**src/rtl/mux_scan_if.sv**
```systemverilog
// Handshake/bus bundle between the scan serializer and its mux + consumer.
// The serializer uses the slave modport; the environment driving it uses master.
interface mux_scan_if;
    logic       start_i;
    logic       y_i;
    logic       out_ready_i;
    logic [2:0] sel_o;
    logic       busy_o;
    logic       out_valid_o;
    logic [7:0] data_out_o;

    modport slave (
        input  start_i,
        input  y_i,
        input  out_ready_i,
        output sel_o,
        output busy_o,
        output out_valid_o,
        output data_out_o
    );

    modport master (
        output start_i,
        output y_i,
        output out_ready_i,
        input  sel_o,
        input  busy_o,
        input  out_valid_o,
        input  data_out_o
    );
endinterface

```
**src/rtl/mux_scan_serializer.sv**
```systemverilog
// Walks an 8:1 mux through select codes 0..7, samples y once per code and offers
// the eight samples as one byte {a..h} on a valid/ready output.
//
// state | meaning
// IDLE  | waiting for start; data_out holds the last word
// SCAN  | stepping sel, sampling y on the last cycle of each code
// DONE  | word valid, waiting for out_ready
module mux_scan_serializer #(
    parameter int unsigned SETTLE = 1,
    parameter bit          AUTO   = 1'b0
) (
    input  logic      clk_i,
    input  logic      rst_i,
    mux_scan_if.slave bus
);

    typedef enum logic [1:0] {
        ST_IDLE = 2'd0,
        ST_SCAN = 2'd1,
        ST_DONE = 2'd2
    } state_t;

    localparam logic [3:0] SETTLE_C = 4'(SETTLE);

    state_t     state_q, state_d;
    logic [2:0] sel_q,   sel_d;
    logic [3:0] cnt_q,   cnt_d;
    logic [7:0] shreg_q, shreg_d;
    logic [7:0] data_q,  data_d;
    logic       valid_q, valid_d;
    logic       busy_q,  busy_d;

    always_ff @(posedge clk_i or posedge rst_i) begin
        if (rst_i) begin
            state_q <= ST_IDLE;
            sel_q   <= 3'd0;
            cnt_q   <= 4'd0;
            shreg_q <= 8'd0;
            data_q  <= 8'd0;
            valid_q <= 1'b0;
            busy_q  <= 1'b0;
        end else begin
            state_q <= state_d;
            sel_q   <= sel_d;
            cnt_q   <= cnt_d;
            shreg_q <= shreg_d;
            data_q  <= data_d;
            valid_q <= valid_d;
            busy_q  <= busy_d;
        end
    end

    always_comb begin
        state_d = state_q;
        sel_d   = sel_q;
        cnt_d   = cnt_q;
        shreg_d = shreg_q;
        data_d  = data_q;
        valid_d = valid_q;

        unique case (state_q)
            ST_IDLE: begin
                if (bus.start_i) begin
                    state_d = ST_SCAN;
                    sel_d   = 3'd0;
                    cnt_d   = 4'd0;
                    shreg_d = 8'd0;
                end
            end
            ST_SCAN: begin
                if (cnt_q == SETTLE_C) begin
                    cnt_d   = 4'd0;
                    shreg_d = {shreg_q[6:0], bus.y_i};
                    // sel wraps 7 -> 0 on its own when the last code completes
                    sel_d   = sel_q + 3'd1;
                    if (sel_q == 3'd7) begin
                        data_d  = {shreg_q[6:0], bus.y_i};
                        valid_d = 1'b1;
                        state_d = ST_DONE;
                    end
                end else begin
                    cnt_d = cnt_q + 4'd1;
                end
            end
            ST_DONE: begin
                if (valid_q && bus.out_ready_i) begin
                    valid_d = 1'b0;
                    if (AUTO) begin
                        state_d = ST_SCAN;
                        sel_d   = 3'd0;
                        cnt_d   = 4'd0;
                        shreg_d = 8'd0;
                    end else begin
                        state_d = ST_IDLE;
                    end
                end
            end
            default: begin
                state_d = ST_IDLE;
                sel_d   = 3'd0;
                cnt_d   = 4'd0;
                valid_d = 1'b0;
            end
        endcase

        busy_d = (state_d != ST_IDLE);
    end

    assign bus.sel_o       = sel_q;
    assign bus.busy_o      = busy_q;
    assign bus.out_valid_o = valid_q;
    assign bus.data_out_o  = data_q;

endmodule
```
**src/flat_wrapper.sv**
```systemverilog
// flat-port wrapper written by rule: the top's interface ports become plain ports
module mux_scan_serializer_flat 
#(
    parameter int unsigned SETTLE = 1,
    parameter bit          AUTO   = 1'b0
)
  (clk_i, rst_i, bus_start_i, bus_y_i, bus_out_ready_i, bus_sel_o, bus_busy_o, bus_out_valid_o, bus_data_out_o);
  mux_scan_if bus_i ();
  input  logic clk_i;
  input  logic rst_i;
  input wire logic [$bits(bus_i.start_i)-1:0] bus_start_i;
  input wire logic [$bits(bus_i.y_i)-1:0] bus_y_i;
  input wire logic [$bits(bus_i.out_ready_i)-1:0] bus_out_ready_i;
  output wire logic [$bits(bus_i.sel_o)-1:0] bus_sel_o;
  output wire logic [$bits(bus_i.busy_o)-1:0] bus_busy_o;
  output wire logic [$bits(bus_i.out_valid_o)-1:0] bus_out_valid_o;
  output wire logic [$bits(bus_i.data_out_o)-1:0] bus_data_out_o;
  assign bus_i.start_i = bus_start_i;
  assign bus_i.y_i = bus_y_i;
  assign bus_i.out_ready_i = bus_out_ready_i;
  assign bus_sel_o = bus_i.sel_o;
  assign bus_busy_o = bus_i.busy_o;
  assign bus_out_valid_o = bus_i.out_valid_o;
  assign bus_data_out_o = bus_i.data_out_o;
  mux_scan_serializer #(.SETTLE(SETTLE), .AUTO(AUTO)) u_core (.clk_i(clk_i), .rst_i(rst_i), .bus(bus_i));
endmodule
```
**config.mk**
```make
export PLATFORM = sky130hd
export DESIGN_NAME = mux_scan_serializer_flat
export DESIGN_NICKNAME = d
export VERILOG_FILES = /design/src/rtl/mux_scan_if.sv /design/src/rtl/mux_scan_serializer.sv /design/src/flat_wrapper.sv
export SDC_FILE = /design/constraint.sdc
export NUM_CORES = 1
export LEC_CHECK = 0
export CORE_ASPECT_RATIO = 1.2
export CORE_MARGIN = 5
export CORE_UTILIZATION = 56
export DETAILED_ROUTE_END_ITERATION = 12
export PLACE_DENSITY = 0.88
export SETUP_SLACK_MARGIN = 0.05
export SYNTH_ARGS = -nofsm -noshare
export SYNTH_HDL_FRONTEND = slang
export SYNTH_SLANG_ARGS = --single-unit
```
**constraint.sdc**
```tcl
create_clock -name clk_i -period 4.1 [get_ports clk_i]
set_input_delay 0.615 -clock clk_i [delete_from_list [all_inputs] [get_ports clk_i]]
set_output_delay 0.615 -clock clk_i [all_outputs]
set_load 0.03 [all_outputs]
```
==> out/results.ini <==
[pwr]
power_density_nw_per_um2 = 723.6
power_mw = 1.040
power.leakage_nw = 0.6647
ir_drop_v = 0.0004641

[cells_and_area]
final_nets = 125
drive_gt1_frac = 0.1478
fin_util = 0.6938
final_area_um2 = 1438
syn_to_final_growth_pct = 16.65
finalNonFillerCells = 145
antennaDiodeCount = 0

[routing]
routedWlPerCell_um = 15.03
routed-via-count = 814
drt_pass1_iterations = 4
routed_wl_mm = 2.179
vias_per_cell = 5.614
antenna_left = 0
remaining_drc_errors = 0
first_iter_violations = 16

[yosys]
syn_area_per_cell_um2 = 12.58
synth-edff-count = 0
synth_top_area_share = 0.5279
synth_common_cells = dfrtp_1, nand2_1, mux2_4
syn_inst = 98
synth.most_common_cell = dfrtp_1
synth_largest_area_cell = dfrtp_1
yosys.cell_types.count = 30
synth-main-ff-cell = dfrtp_1
synth_warnings = 0
ys_async_sr_fraction = 1.000
ys_ff_latch = 26
synth_area_leaders = dfrtp_1, mux2_4, nand2_1, ha_1, o221ai_1
yosysSeqAreaShare = 0.5279
syn-num-nets = 107
synth_area_um2 = 1232

[global_routing]
grt_pass1_vias = 837
grt-ovfl-total = 0
antenna_found_initial = 0
grt_pass1_wl_mm = 3.732
grt_usage = 0.1546
grt_max_degree = 27

[place]
dp_cells = 141
globalplace.congestion = 0.7588
place_hpwl_mm = 1.575
portBuffers = 17
place_area_um2 = 1401

[min_path]
min_path_cells = 1
hp-start = u_core.bus.data_out_o[3]
min-delay-path-class = register to register
hold_end = u_core.bus.data_out_o[3]

[critical_path]
rrSetupSlack_ns = 2.08
rr_worst_depth = 5
end_kind = primary output
slowest_delay_ns = 0.71
r2r-end = u_core.bus.data_out_o[6]
crit_buf_inv = 1
path_cells = clkdlybuf4s50_1
path_depth = 1
worstPathMaxFanout = 4
critPathTopFamily = buffers and inverters
path_class = register to primary output
crit_arrival_ns = 1.49
r2r-start = u_core.cnt_q[1]
critPathLaunchType = register
required_ns = 3.48
crit_slowest_cell = clkdlybuf4s50_1

[run_status]
status = complete, no violations

[sta]
setup_tns_ns = 0
slew_viol_final = 0
finalSetupViolations = 0
slew_headroom = 0.3604
fin_skew_ns = 0.004963
grt_setup_unrepaired = false
worstMarginPinSlew_ns = 0.9584
min_period_ns = 2.100
period_share = 0.5123
fmax_ghz = 0.4761
hold_violations = 0

[cts]
clock_latency_ns = 0.32
cts_buffers = 3
cts_buffer_depth = 2
hold_buffers = 0
cts_resized = 0
cts_setup_buffers = 0
path_clk_slew_ns = 0.14
clock-sinks = 26
cts_tree = built
cts_max_level = 1
cts_root_buf = clkbuf_4

[floorplan]
fp.dieW_um = 52.83
rows = 18
die_h_um = 61.39
start_util = 0.5948
dieArea_um2 = 3243
core_um2 = 2072
ios = 18

[run]
cap_violations = 0

[flip-flops by register name, summed over array words and instances, names as in the netlist]
signal,count
u_core.bus.busy_o,1
u_core.bus.sel_o,3
u_core.shreg_q,7
u_core.cnt_q,4
u_core.state_q,2
u_core.bus.out_valid_o,1
u_core.bus.data_out_o,8
[final cells by class]
| class | count | area [um2] |
|---|---|---|
| Clock buffer | 4 | 36.28 |
| Fill cell | 175 | 634.4 |
| Inverter | 3 | 11.26 |
| Multi-Input combinational cell | 65 | 531.8 |
| Sequential cell | 26 | 650.6 |
| Tap cell | 30 | 37.54 |
| Timing Repair Buffer | 17 | 170.2 |
[worst max path at each step]
stage                                    from                  endpoint  slack, ns
after global routing      u_core.bus.sel_o[0]              bus_sel_o[0]       1.93
after global placement        u_core.cnt_q[1]  u_core.bus.data_out_o[7]       2.19
after floorplan           u_core.bus.sel_o[0]  u_core.bus.data_out_o[0]       2.45
final                     u_core.bus.sel_o[0]              bus_sel_o[0]       2.00
after detailed placement      u_core.cnt_q[1]  u_core.bus.data_out_o[2]       2.11
after CTS                 u_core.bus.sel_o[0]              bus_sel_o[0]       1.98
[logic make-up after synthesis]
group	Yosys count	share of synthesized area
XOR/XNOR	2	0.02031
AO/OA/AOI/OAI	21	0.1350
adder cells (fa/ha/maj)	4	0.04061
multiplexers	10	0.1137
buffers and inverters	7	0.04060
flip-flops	26	0.5279
AND/OR/NAND/NOR	28	0.1218
[cells in the final DEF, fill, tap and decap left out]
| cell type | Yosys | routed |
|---|---|---|
| a31oi_1 | 1 | 1 |
| clkdlybuf4s50_1 | 0 | 17 |
| mux2i_1 | 2 | 2 |
| xor2_1 | 1 | 1 |
| o211ai_1 | 1 | 1 |
| nand3_1 | 2 | 2 |
| nor3b_2 | 1 | 1 |
| or3b_1 | 1 | 1 |
| a2bb2oi_1 | 1 | 1 |
| o2bb2ai_1 | 4 | 4 |
| nand2_1 | 17 | 17 |
| a21oi_1 | 2 | 2 |
| nor3_1 | 1 | 1 |
| ha_1 | 4 | 4 |
| o221ai_1 | 5 | 5 |
| xnor2_2 | 1 | 1 |
| and3_4 | 1 | 1 |
| nor2b_4 | 1 | 1 |
| a21o_1 | 1 | 1 |
| mux2_4 | 8 | 8 |
| o21bai_2 | 1 | 1 |
| inv_1 | 3 | 3 |
| nand2b_1 | 4 | 4 |
| dfrtp_1 | 26 | 26 |
| a22o_1 | 2 | 2 |
| clkbuf_4 | 0 | 3 |
| o21ai_0 | 2 | 2 |
| clkbuf_8 | 0 | 1 |
| o22a_1 | 1 | 1 |
[metrics by stage]
| step | worst slack [ns] | hold WS [ns] |
|---|---|---|
| detailed placement | 2.108 | 0.4962 |
| global placement | 2.193 | 0.4972 |
| CTS | 1.981 | 0.5357 |
| floorplan | 2.450 | 0.4781 |
| global route | 1.934 | 0.5476 |
| finish | 2.000 | 0.5268 |
[report_power, final]
group / internal (mW) / switching [mW] / total (mW)
combinational: 0.230 / 0.243 / 0.473
clock: 0.0543 / 0.0735 / 0.128
sequential: 0.348 / 0.0912 / 0.439
total: 0.633 / 0.408 / 1.04
[layer usage]
metal  vias up  GRT usage  share of wire
li1        382          -              -
met1       415     0.1950           0.45
met2        13     0.2642           0.50
met3         4    0.02663          0.035
met4         0    0.06204          0.013
met5         -          0              0
No activity file was read; power rests on OpenSTA's default activity.
